===== config.mk =====
export PLATFORM = sky130hd
export DESIGN_NAME = fifo_drain
export DESIGN_NICKNAME = d
export VERILOG_FILES = /design/src/rtl/fifo_drain.sv
export SDC_FILE = /design/constraint.sdc
export NUM_CORES = 1
export LEC_CHECK = 0
export ABC_AREA = 1
export CAP_MARGIN = 5
export CORE_ASPECT_RATIO = 0.9
export CORE_MARGIN = 4
export CORE_UTILIZATION = 35
export CTS_CLUSTER_SIZE = 14
export DETAILED_ROUTE_END_ITERATION = 8
export PLACE_DENSITY_LB_ADDON = 0.15
export REMOVE_ABC_BUFFERS = 1
export SYNTH_ARGS = -nofsm -noshare
export SYNTH_HDL_FRONTEND = slang
export SYNTH_SLANG_ARGS = --single-unit

===== constraint.sdc =====
create_clock -name clk_i -period 2 [get_ports clk_i]
set_clock_uncertainty 0.05 [all_clocks]
set_input_delay 0.2 -clock clk_i [delete_from_list [all_inputs] [get_ports clk_i]]
set_output_delay 0.2 -clock clk_i [all_outputs]
set_load 0.005 [all_outputs]

===== src/rtl/fifo_drain.sv =====
`default_nettype none
// ============================================================================
// Module  : fifo_drain
// Purpose : Read-side master for the pixel fifo; re-presents pixels on a
//           valid/ready stream through a 2-entry skid buffer.
// Revision: 1.0
// ============================================================================
module fifo_drain #(
  parameter int MEM_LENGTH = 8,
  parameter int PIX_WIDTH  = 16,
  parameter int TIMEOUT    = 15,
  parameter int CNT_WIDTH  = 16
) (
  input  logic                  clk_i,
  input  logic                  rst_ni,
  input  logic                  enable_i,
  input  logic [MEM_LENGTH-1:0] fill_i,
  output logic                  req_out_o,
  input  logic                  ack_in_i,
  input  logic [PIX_WIDTH-1:0]  pix_in_i,
  output logic                  pix_valid_o,
  input  logic                  pix_ready_i,
  output logic [PIX_WIDTH-1:0]  pix_data_o,
  output logic [CNT_WIDTH-1:0]  drained_o,
  output logic                  timeout_err_o,
  input  logic                  clear_err_i
);

  localparam int                WAIT_W    = $clog2(TIMEOUT + 1);
  localparam logic [WAIT_W-1:0] WAIT_LAST = WAIT_W'(TIMEOUT - 1);

  typedef enum logic [1:0] {
    IDLE = 2'd0,
    REQ  = 2'd1,
    GAP  = 2'd2,
    ERR  = 2'd3
  } state_e;

  state_e                 state_q, state_d;
  logic [WAIT_W-1:0]      wait_q, wait_d;
  logic                   timeout_err_q, timeout_err_d;
  logic                   req_q, req_d;
  logic [CNT_WIDTH-1:0]   drained_q, drained_d;

  logic [PIX_WIDTH-1:0]   mem0_q, mem0_d;
  logic [PIX_WIDTH-1:0]   mem1_q, mem1_d;
  logic                   head_q, head_d;
  logic [1:0]             count_q, count_d;

  logic                   push;
  logic                   pop;
  logic                   wr_idx;

  // ---------------------------------------------------------------------------
  // Request FSM
  // ---------------------------------------------------------------------------
  always_comb begin
    state_d       = state_q;
    wait_d        = '0;
    timeout_err_d = timeout_err_q;
    push          = 1'b0;

    if (clear_err_i) begin
      timeout_err_d = 1'b0;
    end

    case (state_q)
      IDLE: begin
        if (enable_i && (fill_i != '0) && (count_q != 2'd2)) begin
          state_d = REQ;
        end
      end
      REQ: begin
        if (ack_in_i) begin
          push    = 1'b1;
          state_d = GAP;
        end else if (wait_q == WAIT_LAST) begin
          state_d       = ERR;
          timeout_err_d = 1'b1;
        end else begin
          wait_d = wait_q + 1'b1;
        end
      end
      GAP: begin
        state_d = IDLE;
      end
      ERR: begin
        if (clear_err_i) begin
          state_d = IDLE;
        end
      end
      default: begin
        state_d = IDLE;
      end
    endcase

    // Registered so req_out is a clean flop output to the fifo.
    req_d = (state_d == REQ);
  end

  // ---------------------------------------------------------------------------
  // Skid buffer and drained counter
  // ---------------------------------------------------------------------------
  assign pop    = (count_q != 2'd0) && pix_ready_i;
  // Tail slot sits one past the head when an entry is already held.
  assign wr_idx = head_q ^ count_q[0];

  always_comb begin
    mem0_d    = mem0_q;
    mem1_d    = mem1_q;
    head_d    = head_q;
    count_d   = count_q;
    drained_d = drained_q;

    if (push) begin
      if (wr_idx) begin
        mem1_d = pix_in_i;
      end else begin
        mem0_d = pix_in_i;
      end
      drained_d = drained_q + CNT_WIDTH'(1);
    end

    if (pop) begin
      head_d = ~head_q;
    end

    case ({push, pop})
      2'b10:   count_d = count_q + 2'd1;
      2'b01:   count_d = count_q - 2'd1;
      default: count_d = count_q;
    endcase
  end

  always_ff @(posedge clk_i or negedge rst_ni) begin
    if (!rst_ni) begin
      state_q       <= IDLE;
      wait_q        <= '0;
      timeout_err_q <= 1'b0;
      req_q         <= 1'b0;
      drained_q     <= '0;
      mem0_q        <= '0;
      mem1_q        <= '0;
      head_q        <= 1'b0;
      count_q       <= 2'd0;
    end else begin
      state_q       <= state_d;
      wait_q        <= wait_d;
      timeout_err_q <= timeout_err_d;
      req_q         <= req_d;
      drained_q     <= drained_d;
      mem0_q        <= mem0_d;
      mem1_q        <= mem1_d;
      head_q        <= head_d;
      count_q       <= count_d;
    end
  end

  assign req_out_o     = req_q;
  assign pix_valid_o   = (count_q != 2'd0);
  assign pix_data_o    = head_q ? mem1_q : mem0_q;
  assign drained_o     = drained_q;
  assign timeout_err_o = timeout_err_q;

endmodule
`default_nettype wire


==> Flow_metrics.wiki, run 1 <==
{| class="wikitable"
! Metric !! Value
|-
| Status || finished, final reports clean
|-
| End-of-flow core utilization || 49.3%
|-
| Detail Placement HPWL || approximately 4200 µm
|-
| Cell-by-cell trace of the critical path || clkinv_1, buf_4, nand2_1, nand2_1, clkdlybuf4s50_1
|-
| Routed length per placed instance || 11.8 µm
|-
| Number of failing setup endpoints in the final timing report || 0
|-
| Std-Cell Core Area || 7660 µm²
|-
| Maximum buffer depth of the clock tree || 2
|-
| Remaining number of nets flagged by the antenna check after routing || 0
|-
| Num ports || 65
|-
| Reported max-cap violation count || 0
|-
| Die span in y || about 90 µm
|-
| Clock Sinks || just under 60
|-
| Type of destination of the critical path || output port
|-
| Wire length of the first global-routing pass || just over 10000 µm
|-
| Max frequency || 532 MHz
|-
| Largest family of logic cells by synthesized area || simple AND/OR/NAND/NOR gates
|-
| Final count of hold timing violations || 0
|-
| Number of buffers added by the clock tree synthesis step || 9
|-
| Overall die area || around 9400 µm²
|-
| Adder-cell area share of the yosys netlist || under 10%
|-
| Total setup buffers inserted after CTS || 0
|-
| DRC violations left || 0
|-
| 1st-pass router iterations || 4
|-
| Post-CTS resize count || 0
|-
| Number of slew-limit violations in the final report || 0
|-
| WS Path Type || reg2out
|-
| Maximum number of pins on one net before global-route repair || 42
|-
| Minimum clock period after layout || 1.88 ns
|-
| Synthesized-area fraction occupied by ao, oa, aoi and oai cells || under 10%
|-
| Share of cells above drive strength 1 || 10.9%
|-
| Starting Density || 36.3%
|-
| Worst hold slack || 0.297 ns
|-
| Hold crit path type || in2async
|-
| Peak fanout along the critical path || 12
|-
| Level count of the clock H-tree || 3
|-
| Seq/Total Area, Yosys || a little over half
|-
| Vias post-DR || between 2k and 2.5k
|-
| Period utilization || a little over nine tenths
|-
| Synth warn || 0
|-
| Combined area of all synthesized cells || roughly 2800 µm²
|-
| Top cells by area in the synthesized netlist || dfrtp_1 (53%), nand2_1 (16%), o21ai_2 (5.0%), inv_1 (4.6%), o21ai_0 (3.4%)
|-
| Slowest Stage Delay on Critical Path || roughly 0.50 ns
|-
| Synthesized area per cell || roughly 8.6 µm²
|-
| Top-area cell type share of the netlist area || 53.1%
|-
| Clock tree from TritonCTS || done
|-
| Gate Count Post-Synth || about 330
|-
| Clock root buffer || clkbuf_8
|-
| Multi-input combinational cell area || 1100 µm²
|-
| Starting DRT DRC Count || 63
|-
| Clock edge transition at the registers on the reported setup and hold paths || 0.07 ns
|-
| Startpoint types || flop
|-
| Routability congestion estimate || ~0.8
|-
| Cell accounting for the most synthesized area || dfrtp_1
|-
| Multiplexer share of the synthesized area || 0%
|-
| Footprint of the flip-flops and latches || about 1500 µm²
|-
| Total negative slack for setup checks || 0 ns
|-
| Power density cells || approximately 1300 nW/µm²
|-
| Number of antenna violations at the first check in global routing || 0
|-
| Total leakage power || between 1.5 and 2 nW
|-
| Transition time at the pin with the least slew margin || 0.462 ns
|-
| Routed WL || slightly below 6000 µm
|-
| Core Rows || 30
|-
| Die Wd || just over 100 µm
|-
| Layout overhead on the synthesized area || 35.6%
|-
| Via count of the first global-routing pass || about 2.2k
|-
| Global route total overflow || 0
|-
| Vias per cell || 4.39
|-
| Worst-Skew Late Latency || 0.33 ns
|-
| Highest-delay cell along the critical path || clkdlybuf4s50_1
|-
| Cell with the most instances on the worst path || nand2_1
|-
| Filler cell count in the final layout || about 770
|-
| Number of port buffers || 64
|-
| Gr usage total || 13.7%
|-
| Number of diodes added for antenna fixing || 0
|-
| Slew headroom || between 60 and 70%
|-
| CP Data Arrival Time || 1.63 ns
|-
| Seq cells post-synth || 59
|-
| Required time reported for the critical path endpoint || between 1.5 and 2 ns
|-
| Unrepaired setup endpoints after global routing || no
|-
| Post-layout nets || 432
|-
| Worst IR drop on VDD || 0.000676 V
|-
| XOR/XNOR Fraction of Synth Area || approximately 4.1%
|-
| Number of distinct library cell variants in the gate-level netlist after synthesis || 26
|-
| Simple logic cell fraction of the synthesized area || 24.4%
|}
-- metal layers --
metal  GRT usage [%]  wire length, µm  up-vias
li1                -                -     1159
met1            17.9             2730      993
met2            21.8             2790       37
met3            4.29              313        4
met4            4.26               45        0
met5               0                0        -
-- registers in the layout, summed over array words and instances (netlist names) --
register       count
state_q            2
mem0_q            16
req_out_o          1
wait_q             4
count_q            2
head_q             1
drained_o         16
mem1_q            16
timeout_err_o      1
-- critical path: cells and delay by family, from the launching register on --
family	cells	cell delay (ns)
buffers and inverters	3	0.75
DFF	1	0.40
and+or+nand+nor	2	0.16
-- layout make-up --
cell class / instances / area share (%)
Sequential cell: 59 / 39.1
Multi-Input combinational cell: 220 / 29.2
Timing Repair Buffer: 73 / 19.4
Clock buffer: 12 / 4.38
Inverter: 35 / 3.48
Tap cell: 96 / 3.18
Clock inverter: 4 / 1.26
-- power by group --
part	internal (mW)	leakage, nW	switching (mW)
combinational	0.985	0.987	0.864
sequential	1.59	0.754	0.251
clock	0.673	0.108	0.460
-- cell usage after synthesis --
master / number
nor2_2: 1
clkbuf_1: 4
xor2_1: 7
nand3_4: 1
nand4_1: 5
a21oi_1: 2
or2_2: 1
xnor2_1: 6
nor3_1: 3
ha_1: 4
inv_1: 34
nand3b_1: 3
nand2_1: 117
buf_1: 1
a31oi_1: 1
nand3_1: 9
and2_1: 1
o211ai_1: 1
o21ai_0: 19
or2_1: 1
clkinv_1: 1
buf_6: 4
buf_2: 2
nor2_1: 22
o21ai_2: 16
dfrtp_1: 59
-- timing repair --
action	CTS	global route
hold endpoints to repair	18	0
endpoints found under the setup margin	0	0
hold buffers	1	0
-- final timing paths --
kind / from / slack, ns / depth (start not counted) / end
worst max-delay path: head_q / 0.12 / 5 / pix_data_o[11]
worst min-delay path: rst_ni / 0.30 / 2 / mem1_q[8]
worst max register to register: count_q[0] / 0.26 / 7 / count_q[1]
worst min register to register: mem0_q[4] / 0.43 / 2 / mem0_q[4]
max in group asynchronous: rst_ni / 1.02 / 3 / drained_o[1]
min in group clk_i: pix_in_i[7] / 0.39 / 3 / mem0_q[7]
-- cell families after synthesis --
kind of cell,count (synthesis)
simple gates,164
flops,59
xor+xnor,13
buf+inv,46
fa+ha+maj,4
compound gates,39
-- cells in the final DEF, fill, tap and decap left out, drive strengths merged, types with 4 or more instances in the layout --
master / n
nand2: 117
clkdlybuf4s50: 63
dfrtp: 59
o21ai: 35
inv: 34
nor2: 23
clkbuf: 12
nand3: 10
buf: 9
xor2: 7
xnor2: 6
nand4: 5
ha: 4
-- metrics by stage --
| stage | power (mW) | cell area (µm²) | instances | setup slack [ns] |
|---|---|---|---|---|
| global placement | 3.73 | 3550 | 482 | 0.230 |
| global route | 5.23 | 3770 | 499 | 0.0172 |
| CTS | 4.93 | 3770 | 499 | 0.0843 |
| finish | 4.83 | 3770 | 499 | 0.120 |
| detailed placement | 3.76 | 3550 | 482 | 0.185 |
| floorplan | 2.78 | 2710 | 314 | 0.0677 |
No activity file was read; power rests on OpenSTA's default activity.
==> run 2, diff against run 1 <==
==> constraint.sdc (replaced) <==
create_clock -name clk_i -period 2 [get_ports clk_i]
set_clock_uncertainty 0.05 [all_clocks]
set_input_delay 0.4 -clock clk_i [delete_from_list [all_inputs] [get_ports clk_i]]
set_output_delay 0.4 -clock clk_i [all_outputs]
set_load 0.005 [all_outputs]
==> Flow_metrics.wiki, run 2 (synthesized netlist as in run 1, its figures left out) <==
{| class="wikitable"
! Metric !! Value
|-
| Status || finished, final reports clean
|-
| Worst slack after detailed placement || 0.0158 ns
|-
| Share of cells above drive strength 1 || a little under an eighth
|-
| Number of failing setup endpoints in the final timing report || 0
|-
| Filler cell count in the final layout || between 700 and 800
|-
| Family with the most delay on the worst path || buffers and inverters
|-
| Final std cell area, no fill || ~3800 µm²
|-
| Multi-input combinational cell area || 1100 µm²
|-
| 1st-pass router iterations || 4
|-
| Most frequent cells in the layout || nand2_1 (117), dfrtp_1 (59), clkdlybuf4s50_1 (56)
|-
| Maximum number of pins on one net before global-route repair || 60
|-
| Slew headroom || between 70 and 80%
|-
| Gr usage total || between 10% and 20%
|-
| Worst IR drop on VDD || 0.000650 V
|-
| Most common cell after layout, fill and taps aside || nand2_1
|-
| Transition time at the pin with the least slew margin || 0.319 ns
|-
| Slack of the worst reg-to-reg path || roughly 0.34 ns
|-
| Vias post-DR || between 2k and 2.5k
|-
| Num ports || 65
|-
| WS Path Type || reg2out
|-
| Routability congestion estimate || 0.774
|-
| Startpoint types || flop
|-
| Final count of hold timing violations || 0
|-
| Global route total overflow || 0
|-
| DRC violations left || 0
|-
| CP Data Arrival Time || ~1.5 ns
|-
| Worst-Skew Late Latency || approximately 0.32 ns
|-
| Cell-by-cell trace of the critical path || buf_4, nand2_1, nand2_1, clkdlybuf4s50_1
|-
| Number of slew-limit violations in the final report || 0
|-
| Required time reported for the critical path endpoint || 1.55 ns
|-
| Total cell area at the placement stage || 3580 µm²
|-
| Minimum clock period after layout || 1.98 ns
|-
| Peak fanout along the critical path || 12
|-
| Worst path setup slack after routing || between 0.02 and 0.025 ns
|-
| Hold_buf cts || 0
|-
| Number of port buffers || 64
|-
| Cell with the most instances on the worst path || nand2_1
|-
| Total negative slack for setup checks || 0 ns
|-
| Critical path buffer and inverter count || 2
|-
| Post-layout nets || 436
|-
| Worst R2R End || count_q[1]
|-
| Period utilization || a little over nine tenths
|-
| Number of buffers added by the clock tree synthesis step || 9
|-
| Hold crit path type || in2async
|-
| Number of antenna violations at the first check in global routing || 0
|-
| Via count of the first global-routing pass || 2297
|-
| Starting DRT DRC Count || roughly 80
|-
| Wire length of the first global-routing pass || 10300 µm
|-
| Reported max-cap violation count || 0
|-
| Layout overhead on the synthesized area || 35.6%
|-
| Routed WL || approximately 5700 µm
|-
| Core Rows || 30
|-
| Clock Sinks || 59
|-
| Std-Cell Core Area || ~7700 µm²
|-
| Total leakage power || around 1.9 nW
|-
| Routed length per placed instance || ~11 µm
|-
| Number of diodes added for antenna fixing || 0
|-
| Start of the worst register-to-register path || count_q[0]
|-
| R2R cell count || 7
|-
| Type of destination of the critical path || output port
|-
| Highest-delay cell along the critical path || clkdlybuf4s50_1
|-
| Power density cells || 1240 nW/µm²
|-
| Die span in y || just over 90 µm
|-
| Footprint of the flip-flops and latches || 1480 µm²
|-
| Overall die area || 9440 µm²
|-
| Overall power || 4.66 mW
|-
| Die Wd || ~100 µm
|-
| Level count of the clock H-tree || 3
|-
| Remaining number of nets flagged by the antenna check after routing || 0
|-
| Detail Placement HPWL || about 4100 µm
|-
| Slowest Stage Delay on Critical Path || ~0.5 ns
|-
| Clock tree from TritonCTS || done
|-
| Clock edge transition at the registers on the reported setup and hold paths || ~0.060 ns
|-
| Vias per cell || roughly 4.4
|-
| Maximum buffer depth of the clock tree || 2
|-
| Starting Density || between 30% and 40%
|-
| Unrepaired setup endpoints after global routing || yes
|-
| Clock root buffer || clkbuf_8
|-
| Max frequency || slightly above 500 MHz
|}
run 2: cell count changes in the layout (fill, tap and decap cells not counted), sizes merged, moves of 2 or more:
cell,previous run,this run
buf,9,14
clkdlybuf4s50,63,56
dlygate4sd2,0,5
dlymetal6s2s,0,2
run 2: layout make-up:
class	instances	share of cell area (%)
flip-flops and latches	59	39.1
multi-input cells	220	29.2
repair buffers	77	20.3
clock buffers	13	4.48
inverters	35	3.48
well taps	96	3.18
clock inverters	2	0.265
run 2: how the worst max path moves through the flow:
stage	slack, ns	start	depth (start not counted)	to
after floorplan	0.07	head_q	4	mem0_q[0]
after global placement	0.06	ack_in_i	6	count_q[1]
after detailed placement	0.02	ack_in_i	6	count_q[1]
after CTS	-0.03	head_q	5	pix_data_o[2]
after global routing	-0.10	head_q	5	pix_data_o[5]
final	0.02	head_q	4	pix_data_o[7]
run 2: what timing repair did:
item / 4_1_cts / 5_1_grt
resized for setup: 7 / 2
endpoints found under the setup margin: 16 / 12
setup buffers: 1 / 0
run 2: power by group:
part           internal, mW  total, mW  switching (mW)
registers              1.59       1.84           0.241
logic                 0.979       1.87           0.889
clock network         0.540      0.959           0.418
run 2: worst register-to-register path: stages, from the launching register on:
cell and delay [ns]:
dfrtp_1 0.37, or2_2 0.31, nand2_1 0.10, inv_1 0.05
ha_1 0.29, a21oi_1 0.11, o21ai_0 0.11, xor2_1 0.15
run 2: routing by layer:
metal  GRT usage, %  vias to the layer above  part of all wire [%]
met5              0                        -                     0
met4           3.93                        0                   1.0
met3           4.44                        5                   4.6
met2           22.0                       43                    48
met1           17.3                     1015                    47
li1               -                     1163                     -
run 2: stage by stage:
stage	cells	util (%)	hold slack (ns)
CTS	502	49.2	0.0282
global placement	486	46.7	0.383
detailed placement	486	46.7	0.380
finish	502	49.3	0.0199
global route	502	49.3	0.0315
floorplan	314	-	0.0544
==> run 3, diff against run 2 <==
- MAX_ROUTING_LAYER: default -> met4
- PLACE_DENSITY: default -> 0.6
- PLACE_DENSITY_LB_ADDON: 0.15 -> default
==> Flow_metrics.wiki, run 3 (synthesized netlist as in run 1, its figures left out) <==
{| class="wikitable"
! Metric !! Value
|-
| Maximum number of pins on one net before global-route repair || 33
|-
| Overall die area || roughly 9400 µm²
|-
| Max frequency || ~520 MHz
|-
| Highest metal layer with signal wires || met4
|-
| Routability congestion estimate || just over 0.8
|-
| Number of buffers added by the clock tree synthesis step || 9
|-
| Type of destination of the critical path || output port
|-
| Clock tree from TritonCTS || done
|-
| Slowest Stage Delay on Critical Path || 0.46 ns
|-
| Post-layout nets || between 400 and 500
|-
| Unrepaired setup endpoints after global routing || no
|-
| Starting Density || a little over a third
|-
| Via count of the first global-routing pass || roughly 2.3k
|-
| Number of slew-limit violations in the final report || 0
|-
| Filler cell count in the final layout || 756
|-
| Critical path buffer and inverter count || 1
|-
| Core Rows || 30
|-
| Cell-by-cell trace of the critical path || or2_2, clkdlybuf4s50_1
|-
| Footprint of the flip-flops and latches || ~1500 µm²
|-
| Number of failing setup endpoints in the final timing report || 0
|-
| Layout overhead on the synthesized area || 37.6%
|-
| Met2 wire length || around 2600 µm
|-
| Routed WL || 6260 µm
|-
| Reported max-cap violation count || 0
|-
| CP Data Arrival Time || around 1.5 ns
|-
| 1st-pass router iterations || 4
|-
| Clock root buffer || clkbuf_8
|-
| Share of cells above drive strength 1 || a little over an eighth
|-
| Sum of routed wire segments on met1 || roughly 3100 µm
|-
| Die Wd || 102 µm
|-
| Status || complete, but fails checks
|-
| End-of-flow core utilization || ~50%
|-
| Number of port buffers || 64
|-
| Gr usage total || 14.6%
|-
| Startpoint types || flop
|-
| Overall power || roughly 4.7 mW
|-
| Worst IR drop on VDD || roughly 0.00046 V
|-
| Vias per cell || around 4.5
|-
| Total leakage power || about 2.0 nW
|-
| Total negative slack for setup checks || 0 ns
|-
| Multi-input combinational cell area || approximately 1100 µm²
|-
| Maximum buffer depth of the clock tree || 2
|-
| Final count of hold timing violations || 2
|-
| WS Path Type || reg2out
|-
| DRC violations left || 0
|-
| Clock edge transition at the registers on the reported setup and hold paths || 0.06 ns
|-
| Level count of the clock H-tree || 3
|-
| Worst hold slack || -0.00331 ns
|-
| Required time reported for the critical path endpoint || approximately 1.6 ns
|-
| Die span in y || approximately 93 µm
|-
| Num ports || 65
|-
| Vias post-DR || 2283
|-
| Highest-delay cell along the critical path || clkdlybuf4s50_1
|-
| Minimum clock period after layout || 1.94 ns
|-
| Number of antenna violations at the first check in global routing || 0
|-
| Most frequent cells in the layout || nand2_1 (117), dfrtp_1 (57), clkdlybuf4s50_1 (47)
|-
| Violated checks || negative hold slack
|-
| Detail Placement HPWL || about 4300 µm
|-
| Peak fanout along the critical path || 2
|-
| Routed met3 length || approximately 360 µm
|-
| Remaining number of nets flagged by the antenna check after routing || 0
|-
| Slew headroom || approximately 63%
|-
| Std-Cell Core Area || 7660 µm²
|-
| Wire length of the first global-routing pass || 10600 µm
|-
| Power density cells || roughly 1200 nW/µm²
|-
| Starting DRT DRC Count || 67
|-
| Hold crit path type || in2async
|-
| Number of diodes added for antenna fixing || 0
|-
| Worst-Skew Late Latency || 0.33 ns
|-
| Transition time at the pin with the least slew margin || around 0.55 ns
|-
| Routed length per placed instance || approximately 12 µm
|-
| Most common cell after layout, fill and taps aside || nand2_1
|-
| Clock Sinks || between 50 and 60
|-
| Global route total overflow || 0
|-
| Hold_buf cts || 0
|-
| Family with the most delay on the worst path || buffers and inverters
|-
| Period utilization || 97.0%
|}
-- run 3: cell type report --
cell class                 instances  share of cell area [%]
inverter                          35                    3.50
clock buffer                      12                    3.79
clock inverter                     3                   0.392
multi-input combinational        220                    28.7
timing repair buffer              82                    21.8
tap                               96                    3.14
sequential                        59                    38.6
-- run 3: metal layers --
metal	up-vias	global-route usage [%]
met5	-	-
met4	0	6.56
met3	10	3.09
met2	55	20.9
met1	1040	19.8
li1	1178	-
-- run 3: timing repair --
action,4_1_cts,5_1_grt
endpoints found under the hold margin,0,0
endpoints found under the setup margin,17,12
pin swaps,0,0
setup buffers,4,3
gates cloned,1,0
gates resized for setup,16,11
-- run 3: final timing paths --
| check | cells past startpoint | end | slack, ns | start |
|---|---|---|---|---|
| min reg2reg | 2 | mem0_q[6] | 0.43 | mem0_q[6] |
| min in group clk_i | 2 | mem0_q[6] | 0.43 | mem0_q[6] |
| max reg2reg | 7 | count_q[1] | 0.29 | count_q[0] |
| min | 1 | mem1_q[8] | -0.003 | rst_ni |
| max in group asynchronous | 2 | count_q[0] | 1.38 | rst_ni |
| max | 2 | pix_valid_o | 0.06 | count_q[0] |
-- run 3: metrics by stage --
stage,instances,setup slack [ns],instance area [µm²]
2_1_floorplan,314,0.0677,2710
3_3_place_gp,484,0.0338,3580
6_report,507,0.0601,3830
5_1_grt,507,0.0228,3830
3_5_place_dp,484,-0.00381,3580
4_1_cts,504,-0.0520,3780
-- run 3: power by group --
part           switching [mW]  internal (mW)  total (mW)
clock network           0.443          0.471       0.914
logic                   0.921           1.01        1.93
registers               0.248           1.60        1.85
